$ cat config.mk
export PLATFORM = sky130hd
export DESIGN_NAME = fwd_hazard_ctrl
export DESIGN_NICKNAME = d
export VERILOG_FILES = /design/src/rtl/wisc_pipe_pkg.sv /design/src/rtl/fwd_sel.sv /design/src/rtl/fwd_hazard_ctrl.sv
export SDC_FILE = /design/constraint.sdc
export NUM_CORES = 1
export LEC_CHECK = 0
export BUFFER_PORTS_ARGS = -buffer_cell sky130_fd_sc_hd__buf_2
export CORE_AREA = 4 4 53 55
export CTS_CLUSTER_DIAMETER = 200
export CTS_CLUSTER_SIZE = 16
export DETAILED_ROUTE_END_ITERATION = 12
export DIE_AREA = 0 0 57 59
export GPL_TIMING_DRIVEN = 0
export PLACE_DENSITY = 0.72
export REMOVE_ABC_BUFFERS = 1
export SLEW_MARGIN = 25
export SYNTH_ARGS = -nofsm -noshare
export SYNTH_HDL_FRONTEND = slang
export SYNTH_SLANG_ARGS = --single-unit
$ cat constraint.sdc
create_clock -name clk -period 1.7 [get_ports clk]
set_clock_uncertainty 0.05 [all_clocks]
set_input_delay 0.17 -clock clk [delete_from_list [all_inputs] [get_ports clk]]
set_output_delay 0.17 -clock clk [all_outputs]
set_load 0.02 [all_outputs]
$ cat src/rtl/wisc_pipe_pkg.sv
// wisc_pipe_pkg: forwarding codes, hazard FSM states and tracker entry type shared by the hazard block
package wisc_pipe_pkg;
  localparam logic [1:0] FWD_RF  = 2'b00;
  localparam logic [1:0] FWD_MEM = 2'b01;
  localparam logic [1:0] FWD_EX  = 2'b10;
  localparam logic [1:0] FWD_WB  = 2'b11;
  typedef enum logic [1:0] {ST_RUN, ST_STALL, ST_FLUSH} state_e;
  typedef struct packed {
    logic       valid;
    logic [2:0] dest;
    logic       is_load;
  } trk_t;
endpackage

$ cat src/rtl/fwd_sel.sv
// fwd_sel: youngest-first match of one source register against the EX/MEM/WB tracker
module fwd_sel
  import wisc_pipe_pkg::*;
(
  input  trk_t       ex_i,
  input  trk_t       mem_i,
  input  trk_t       wb_i,
  input  logic [2:0] src_i,
  input  logic       used_i,
  output logic [1:0] fwd_o,
  output logic       ld_o
);
  logic hx, hm, hw;
  assign hx = used_i && ex_i.valid && ex_i.dest == src_i;
  assign hm = used_i && mem_i.valid && mem_i.dest == src_i;
  assign hw = used_i && wb_i.valid && wb_i.dest == src_i;
  // ld_o tells the caller whether the selected producer is a load
  always_comb begin
    fwd_o = hx ? FWD_EX : hm ? FWD_MEM : hw ? FWD_WB : FWD_RF;
    ld_o = hx ? ex_i.is_load : hm ? mem_i.is_load : hw && wb_i.is_load;
  end
endmodule

$ cat src/rtl/fwd_hazard_ctrl.sv
// fwd_hazard_ctrl: forwarding selects and load-use/branch/exception pipeline control.
// Define HAZ_PERF_CNT_EN to add the saturating stall_cnt output.
module fwd_hazard_ctrl
  import wisc_pipe_pkg::*;
(
  input  logic       clk,
  input  logic       rst,
  input  logic       id_valid,
  input  logic [2:0] id_rs_addr,
  input  logic [2:0] id_rt_addr,
  input  logic       id_rs_used,
  input  logic       id_rt_used,
  input  logic       id_rs_early,
  input  logic [2:0] id_dest_addr,
  input  logic       id_writes,
  input  logic       id_is_load,
  input  logic       branch_or_jump,
  input  logic       exception,
  output logic [1:0] checker_fwd,
  output logic [1:0] storing_fwd,
  output logic       skip_rf_Rs,
  output logic       skip_rf_Rt,
  output logic       stall,
  output logic       flush_if,
  output logic       bubble_ex
`ifdef HAZ_PERF_CNT_EN
  ,
  output logic [15:0] stall_cnt
`endif
);
  trk_t ex_q, mem_q, wb_q, ex_d;
  state_e state_q, state_d;
  logic [1:0] rs_code, rt_code;
  logic rs_ld, rt_ld, rs_haz, rt_haz, haz, run, stall_w, flush_w, bub;
  fwd_sel u_rs (.ex_i(ex_q), .mem_i(mem_q), .wb_i(wb_q), .src_i(id_rs_addr), .used_i(id_rs_used), .fwd_o(rs_code), .ld_o(rs_ld));
  fwd_sel u_rt (.ex_i(ex_q), .mem_i(mem_q), .wb_i(wb_q), .src_i(id_rt_addr), .used_i(id_rt_used), .fwd_o(rt_code), .ld_o(rt_ld));
  // After a stall the EX slot is a bubble, so a MEM match on an early Rs means a load still in flight
  always_comb begin
    rs_haz = (rs_code == FWD_EX && (rs_ld || id_rs_early)) ||
             (state_q == ST_STALL && id_rs_early && rs_code == FWD_MEM && rs_ld);
    rt_haz = rt_code == FWD_EX && rt_ld;
    haz = rs_haz || rt_haz;
    run = state_q != ST_FLUSH;
    stall_w = run && haz && !exception;
    flush_w = !run || (!haz && !exception && branch_or_jump);
    bub = !run || haz || exception;
    state_d = !run ? ST_RUN : exception ? ST_FLUSH : haz ? ST_STALL : ST_RUN;
    ex_d = bub ? '0 : trk_t'({id_valid && id_writes, id_dest_addr, id_is_load});
  end
  always_ff @(posedge clk or posedge rst) begin
    if (rst) begin
      ex_q <= '0;
      mem_q <= '0;
      wb_q <= '0;
      state_q <= ST_RUN;
    end else begin
      ex_q <= ex_d;
      mem_q <= ex_q;
      wb_q <= mem_q;
      state_q <= state_d;
    end
  end
  assign checker_fwd = (rst || (stall_w && rs_haz)) ? FWD_RF : rs_code;
  assign storing_fwd = (rst || (stall_w && rt_haz)) ? FWD_RF : rt_code;
  assign skip_rf_Rs = checker_fwd == FWD_WB;
  assign skip_rf_Rt = storing_fwd == FWD_WB;
  assign stall = !rst && stall_w;
  assign flush_if = !rst && flush_w;
  assign bubble_ex = !rst && bub;
`ifdef HAZ_PERF_CNT_EN
  logic [15:0] cnt_q;
  always_ff @(posedge clk or posedge rst) begin
    if (rst) cnt_q <= '0;
    else if (stall_w && cnt_q != 16'hFFFF) cnt_q <= cnt_q + 16'd1;
  end
  assign stall_cnt = cnt_q;
`endif
endmodule

; ---- After elaboration in Yosys (flattened, before gate mapping)
; Index checks and enable logic that the tools add are counted.
[op_classes]
n_reduce_logical = 41
mux = 16
eq_ne = 13
[ops]
columns = cell, count
row1 = logical AND 1 bit, 29
row2 = 2-to-1 mux 2 bit, 10
row3 = equality test 3 bit, 6
row4 = equality test 2 bit (second input constant), 4
row5 = logical OR 1 bit, 8
row6 = 2-to-1 mux 1 bit, 5
row7 = 2-to-1 mux 5 bit, 1
row8 = equality test 2 x 1 -> 1 bit (second input constant), 2
row9 = zero test 1 bit, 4
row10 = != test 2 bit (second input constant), 1
[word_totals]
regBits = 17
output_inout_bits = 9
input_bits = 19
elab_cells = 80

; ---- Depth between registers and ports, before layout
; Gate-level depths: netlist of the first run.
[depth]
ltp_word = 16
depth_mapped = 4

; ---- Cells and area by module
; From an unflattened synthesis of the first run, not the netlist that was laid out.
[unflattened]
cells_unflattened = 98
area_unflattened_um2 = 967.2
[by_module_without_submodules]
columns = module, cells_each, area_per_inst_um2, n_inst
row1 = fwd_hazard_ctrl, 52, 651.9, 1
row2 = fwd_sel, 23, 157.7, 2

; ---- Worst setup path before layout of the first run
; OpenSTA, ideal clock, no wires.
[synth_path]
path_kind = register -> output
from = register ex_q[2] (netlist bit)
to = output stall
arrival_time_ns = 1.792
slack_ns = -0.312
path_stages_with_launch = 5
required_ns = 1.480
path_cell_list = dfrtp_1 xor2_1 nor4_4 o21ai_1 a311oi_1
[synth_via]
elab_chain_len = 11
elab_cells_between_ends = 21
[synth_rtl]
columns = element, line_no
row1 = "start, declared", fwd_hazard_ctrl.sv:31  ; trk_t ex_q, mem_q, wb_q, ex_d;
row2 = "start signal, assigned", fwd_hazard_ctrl.sv:52  ; ex_q <= '0;
row3 = "start signal, assigned", fwd_hazard_ctrl.sv:57  ; ex_q <= ex_d;
row4 = equality test 3 bit, fwd_sel.sv:14  ; assign hx = used_i && ex_i.valid && ex_i.dest == src_i;
row5 = logical AND 1 bit, fwd_sel.sv:14
row6 = 2-to-1 mux 2 bit, fwd_sel.sv:19  ; fwd_o = hx ? FWD_EX : hm ? FWD_MEM : hw ? FWD_WB : FWD_RF;
row7 = equality test 2 x 1 -> 1 bit, fwd_hazard_ctrl.sv:40  ; (state_q == ST_STALL && id_rs_early && rs_code == FWD_MEM && rs_ld);
row8 = logical AND 1 bit (2 in a row), fwd_hazard_ctrl.sv:40
row9 = logical OR 1 bit, fwd_hazard_ctrl.sv:39  ; rs_haz = (rs_code == FWD_EX && (rs_ld || id_rs_early)) ||
row10 = logical OR 1 bit *, fwd_hazard_ctrl.sv:42  ; haz = rs_haz || rt_haz;
row11 = logical AND 1 bit * (2 in a row), fwd_hazard_ctrl.sv:44  ; stall_w = run && haz && !exception;
row12 = logical AND 1 bit *, fwd_hazard_ctrl.sv:67  ; assign stall = !rst && stall_w;
row13 = "end, declared", fwd_hazard_ctrl.sv:23  ; output logic stall,
; Mark *: on every way between the ends. The rest lies on a longest branch, timed or not.

; ---- Worst setup path in the final report of the first run
[layout_path]
from = register ex_q[2] (netlist bit)
to = output storing_fwd[1]
[layout_via]
elab_chain_len = 13
elab_cells_between_ends = 23
[layout_rtl]
columns = element, line_no
row1 = equality test 3 bit, fwd_sel.sv:14
row2 = logical AND 1 bit, fwd_sel.sv:14
row3 = 2-to-1 mux 2 bit, fwd_sel.sv:19
row4 = equality test 2 x 1 -> 1 bit, fwd_hazard_ctrl.sv:40
row5 = logical AND 1 bit (2 in a row), fwd_hazard_ctrl.sv:40
row6 = logical OR 1 bit, fwd_hazard_ctrl.sv:39
row7 = logical OR 1 bit, fwd_hazard_ctrl.sv:42
row8 = logical AND 1 bit (2 in a row), fwd_hazard_ctrl.sv:44
row9 = logical AND 1 bit, fwd_hazard_ctrl.sv:64  ; assign storing_fwd = (rst || (stall_w && rt_haz)) ? FWD_RF : rt_code;
row10 = logical OR 1 bit, fwd_hazard_ctrl.sv:64
row11 = 2-to-1 mux 2 bit *, fwd_hazard_ctrl.sv:64
row12 = "end, declared", fwd_hazard_ctrl.sv:20  ; output logic [1:0] storing_fwd,
; Marks and branches as above.

==> impl_metrics.tcl, run 1 <==
set metrics [dict create \
    status "finished, violations left" \
    violations "negative setup slack" \
    max_freq_ghz 0.473 \
    clock_latency_ns 0.30 \
    critPathCaptureType "output pin" \
    grt_pass1_wl_mm 3.72 \
    grt_max_degree 10 \
    final_nets 148 \
    hold_path.class "primary input to flip-flop" \
    critPathTopFamily "flip-flops" \
    finalSetupViolations 9 \
    h-tree-depth 1 \
    critPathKind "flip-flop to output pin" \
    synth_area_leaders "dfrtp_1 (45%), xor2_1 (17%), nor3b_1 (4.2%), nand2_1 (3.4%), a211oi_2 (2.8%)" \
    track_usage 0.145 \
    postPlaceCellArea_mm2 0.00106 \
    fin_cells 158 \
    num_vias 772 \
    row_count 18 \
    yosysUniqueCellTypes 31 \
    dp_cells 139 \
    crit_buf_inv 2 \
    yosysWarningCount 0 \
    ios 28 \
    syn_area_um2 891 \
    p_per_area_mw_per_mm2 592 \
    port_buffers 27 \
    avgSynthCellArea_um2 10.7 \
    leakage_nw 0.673 \
    antenna_found_initial 0 \
    root_buffer "clkbuf_4" \
    die_h_um 59 \
    final_common_cell "buf_2" \
    cp_data_arrival_time_ns 1.89 \
    clockBufferDepth 2 \
    crit_path_top_delay_cell "dfrtp_2" \
    ys_seq_elements 16 \
    die_x_um 57 \
    dieArea_mm2 0.00336 \
    yosysSeqAreaShare 0.449 \
    multi_input_area_um2 618 \
    first_global_vias 832 \
    cts_buffers 3 \
    drv_cap 0 \
    min_period_over_period 1.24 \
    place_congestion 0.876 \
    hold_viol 0 \
    tns_ns -3.23 \
    dpl.hpwl_mm 1.53 \
    path_cells "xor2_2 -> nor4_4 -> buf_4 -> a21oi_2 -> a311oi_1 -> buf_2" \
    design_area_mm2 0.00141 \
    drt_wl_total_mm 2.27 \
    grt_overflow 0 \
    area_growth_pct 58.0 \
    vias_per_cell 4.89 \
    wl_per_cell_um 14.4 \
    cts_tree "done" \
    regArea_um2 402 \
    first_pass_iters 4 \
    synthCells 83 \
    most-common-layout-cells "buf_2 (20), dfrtp_1 (15), buf_4 (13)" \
    drv_slew 0 \
    setup_ws_ns -0.413 \
    drtIter0Drc 19 \
    max-slew-margin-rel 0.723 \
    slowest_delay_ns 0.46 \
    worst_pin_slew_ns 0.415 \
    peakVddDrop_v 0.000572 \
    initial_utilization 0.373 \
    drive_above_1_share 0.578 \
    antenna_cells 0 \
    core-area_mm2 0.00239 \
    fillers 216 \
    final_antenna_net_count 0 \
    required_ns 1.48 \
    worstPathMaxFanout 3 \
    rsz0062_at_grt "yes" \
    cts.sinks 16 \
    fin_crit_ns 2.11 \
    route.detailed.drc 0 \
    synth_largest_area_cell "dfrtp_1" \
    cp-start-kind "flip-flop" \
    yosys.area.top_type_share 0.449 \
    path_clk_slew_ns 0.10 \
]
==> worst paths after layout <==
path                           start              to  slack (ns)  cells past startpoint
setup / recovery             ex_q[2]  storing_fwd[1]       -0.41                      6
hold / removal             id_writes         ex_q[4]        0.04                      3
setup reg to reg             ex_q[2]         ex_q[0]        0.03                      6
hold reg to reg              ex_q[4]        mem_q[4]        0.36                      0
max in group asynchronous        rst         ex_q[2]        0.45                      4
min in group asynchronous        rst         wb_q[1]        0.40                      3
==> registers in the layout, indices dropped and copies added (netlist names) <==
name     flops
ex_q         5
mem_q        5
wb_q         4
state_q      2
==> cell usage after synthesis <==
cell type,count
xnor2_1,1
dfrtp_1,16
a211oi_2,2
nor3b_1,5
o21a_1,3
nor4_1,2
inv_1,3
nor4_2,1
o21ai_1,1
or4_1,1
nand2_1,8
nand2b_1,2
a221o_2,1
nand3_1,1
clkinv_1,1
and2_1,1
a311oi_1,2
a31oi_1,1
o21ai_0,1
clkbuf_1,1
nor3_1,2
and3_1,1
nor4_4,1
xor2_1,17
o211a_1,1
a21oi_1,1
nor2_1,2
or4_4,1
nor2b_1,1
and4b_1,1
a41o_1,1
==> repair_timing <==
item | 4_1_cts | 5_1_grt
setup endpoints to repair | 14 | 23
pin swaps | 19 | 6
hold buffers | 2 | 0
buffers inserted | 9 | 4
gates resized for setup | 33 | 11
endpoints found under the hold margin | 9 | 0
==> routing by layer <==
layer  up-vias  share of wire  track usage
met4         0          0.012       0.0762
li1        377              -            -
met5         -              0            0
met1       371           0.40        0.170
met2        18           0.54        0.258
met3         6          0.049       0.0196
==> through the flow <==
step / hold slack, ns / setup WS [ns] / total power, mW / util
finish: 0.0369 / -0.413 / 0.834 / 0.590
global route: 0.0651 / -0.526 / 0.865 / 0.590
CTS: 0.0489 / -0.426 / 0.819 / 0.557
detailed placement: 0.308 / -0.344 / 0.539 / 0.444
global placement: 0.297 / -0.309 / 0.533 / 0.444
floorplan: 0.0420 / -0.312 / 0.486 / -
==> power by group <==
part | internal, mW | total [mW] | leakage, nW | switching [mW]
logic | 0.0733 | 0.161 | 0.440 | 0.0879
registers | 0.398 | 0.417 | 0.212 | 0.0183
clock network | 0.131 | 0.256 | 0.0210 | 0.125
total | 0.602 | 0.834 | 0.673 | 0.232
==> logic make-up after synthesis <==
| family | synth area share |
|---|---|
| buffers and inverters | 0.0211 |
| AND/OR/NAND/NOR | 0.221 |
| flip-flops | 0.449 |
| XOR/XNOR | 0.177 |
| AO/OA/AOI/OAI | 0.132 |
==> layout make-up <==
class | instances | area share
Clock buffer | 4 | 0.0258
Inverter | 4 | 0.0107
Timing Repair Buffer | 42 | 0.212
Multi-Input combinational cell | 62 | 0.439
Sequential cell | 16 | 0.285
Tap cell | 30 | 0.0267
==> worst register-to-register path, stage by stage, from the launching register on <==
cell and delay [ns]:
dfrtp_2 0.46, xor2_2 0.19, nor4_4 0.07, buf_6 0.14
a221o_2 0.38, buf_6 0.15, nor3b_2 0.15
(Power assumes the default switching activity.)
==> run 2: changes to the inputs <==
--- a/config.mk
+++ b/config.mk
@@ -11,7 +11,7 @@
 export CTS_CLUSTER_SIZE = 16
 export DETAILED_ROUTE_END_ITERATION = 12
 export DIE_AREA = 0 0 57 59
-export GPL_TIMING_DRIVEN = 0
+export GPL_TIMING_DRIVEN = 1
 export PLACE_DENSITY = 0.72
 export REMOVE_ABC_BUFFERS = 1
 export SLEW_MARGIN = 25
==> run 2 against run 1 <==
Routed wire length decreased by 2.4%. Power down 1.1%. Critical endpoint is now stall. Flip-flop and latch count is the same. Hold slack worse by 0.00075 ns. Core utilization shrank 2.1 points. First-iteration DRC count is 53% lower. Highest routed layer unchanged. Critical path depth fell by 1. Sequential share of layout area is 1.1 points higher. Combinational power down 2%. Design area is 3.6% lower. Sequential power is essentially flat. Largest power group unchanged. Fmax shrank 0.72%. The flow still finishes with violations (negative setup slack).
==> impl_metrics.tcl, run 2 (same netlist as run 1, synthesis figures left out) <==
set metrics [dict create \
    status "finished, violations left" \
    violations "negative setup slack" \
    fin_cells 162 \
    hold_path.class "primary input to flip-flop" \
    row_count 18 \
    pwr-share-clk 0.306 \
    max_freq_ghz 0.470 \
    first_global_vias 804 \
    peakVddDrop_v 0.000562 \
    postPlaceCellArea_mm2 0.00117 \
    whs_ns 0.0362 \
    ff2ff_setup_slack_ns -0.08 \
    final_nets 152 \
    worst_r2r_endpoint "state_q[0]" \
    cts_tree "done" \
    leakage_nw 0.657 \
    ios 28 \
    place_congestion 0.902 \
    setup_ws_ns -0.428 \
    rsz0062_at_grt "yes" \
    core-area_mm2 0.00239 \
    cp-start-kind "flip-flop" \
    fin_util 0.568 \
    reg_top3 "ex_q (5), mem_q (5), wb_q (4)" \
    antenna_cells 0 \
    h-tree-depth 1 \
    final_common_cell "buf_2" \
    initial_utilization 0.373 \
    die_h_um 59 \
    drv_slew 0 \
    critPathCaptureType "output pin" \
    grt_util_met3 0.0349 \
    worst_pin_slew_ns 0.369 \
    clockBufferDepth 2 \
    drt_wl_total_mm 2.22 \
    holdPathStages 3 \
    fillers 216 \
    root_buffer "clkbuf_4" \
    track_usage 0.139 \
    p_switching_mw 0.221 \
    port_buffers 27 \
    design_area_mm2 0.00136 \
    finalSetupViolations 10 \
    grt_max_degree 17 \
    total_power_mw 0.824 \
    required_ns 1.48 \
    worstPathMaxFanout 5 \
    cp_data_arrival_time_ns 1.91 \
    tns_ns -3.60 \
    internal-power_mw 0.603 \
    dp_cells 154 \
    max-slew-margin-rel 0.752 \
    clock_latency_ns 0.29 \
    route.detailed.drc 0 \
    area_growth_pct 52.2 \
    p_per_area_mw_per_mm2 608 \
    regToRegStartpoint "ex_q[2]" \
    r2r_cells 6 \
    switching_share 0.268 \
    met1_usage 0.171 \
    cts.sinks 16 \
    antenna_found_initial 0 \
    power_frac_seq 0.503 \
    final_antenna_net_count 0 \
    wl_per_cell_um 13.7 \
    vias_per_cell 4.97 \
    critPathKind "flip-flop to output pin" \
    p_comb_frac 0.191 \
    grt_busiest_layer "met2" \
    die_x_um 57 \
    min_period_over_period 1.25 \
    dpl.hpwl_mm 1.72 \
    grt_overflow 0 \
    grt_pass1_wl_mm 3.53 \
    drv_cap 0 \
    first_pass_iters 4 \
    drive_above_1_share 0.530 \
    fin_crit_ns 2.13 \
    dieArea_mm2 0.00336 \
    cts_buffers 3 \
    drtIter0Drc 9 \
    most-common-layout-cells "buf_2 (21), buf_4 (18), dfrtp_1 (15)" \
    holdPathEnd "ex_q[4]" \
    use_met2 0.225 \
    dp_slack_ns -0.322 \
    hp-start "id_writes" \
    num_vias 805 \
    path_clk_slew_ns 0.09 \
    hold_viol 0 \
]
[run 2: cell types whose count changed in the layout (fill, tap and decap cells not counted), moves of 2 or more]
cell,delta
nor3b_2,-4
nand2_1,+2
xor2_1,+3
xor2_2,-3
nor3b_1,+4
buf_4,+5
[run 2: worst max-delay path, cell delays in order, from the launching register on]
cell      delay [ns]
dfrtp_2         0.44
xor2_2          0.17
nor4_4          0.42
nand2_1         0.16
a311oi_1        0.23
buf_2           0.20
[run 2: metal layers]
layer	up-vias	part of all wire	routed length, um
li1	390	-	-
met1	393	0.42	934
met2	18	0.51	1130
met3	4	0.052	116
met4	0	0.015	34
met5	-	0	0
[run 2: what timing repair did]
item	in CTS	in global routing
hold endpoints to repair	16	0
gates resized for setup	11	17
hold buffers	1	0
setup buffers	3	0
endpoints found under the setup margin	14	15
pin swaps	8	12
[run 2: worst max-delay path by stage]
stage	from	end	slack, ns
after floorplan	ex_q[2]	stall	-0.31
after global placement	mem_q[3]	checker_fwd[0]	-0.24
after detailed placement	mem_q[3]	checker_fwd[0]	-0.32
after CTS	ex_q[2]	stall	-0.45
after global routing	mem_q[3]	checker_fwd[0]	-0.53
final	ex_q[2]	stall	-0.43
[run 2: layout make-up]
class	instances	area, um2	share of cell area
Inverter	4	16.3	0.0120
Timing Repair Buffer	46	318	0.234
Clock buffer	4	36.3	0.0268
Multi-Input combinational cell	62	547	0.403
Sequential cell	16	402	0.296
Tap cell	30	37.5	0.0277
[run 2: power groups by stage]
stage                     Combinational, mW  Clock, mW  Sequential (mW)
final                                 0.157      0.253            0.414
after global placement                0.133          0            0.418
after CTS                             0.146      0.257            0.412
after floorplan                      0.0683          0            0.418
after detailed placement              0.137          0            0.420
after global routing                  0.173      0.271            0.417
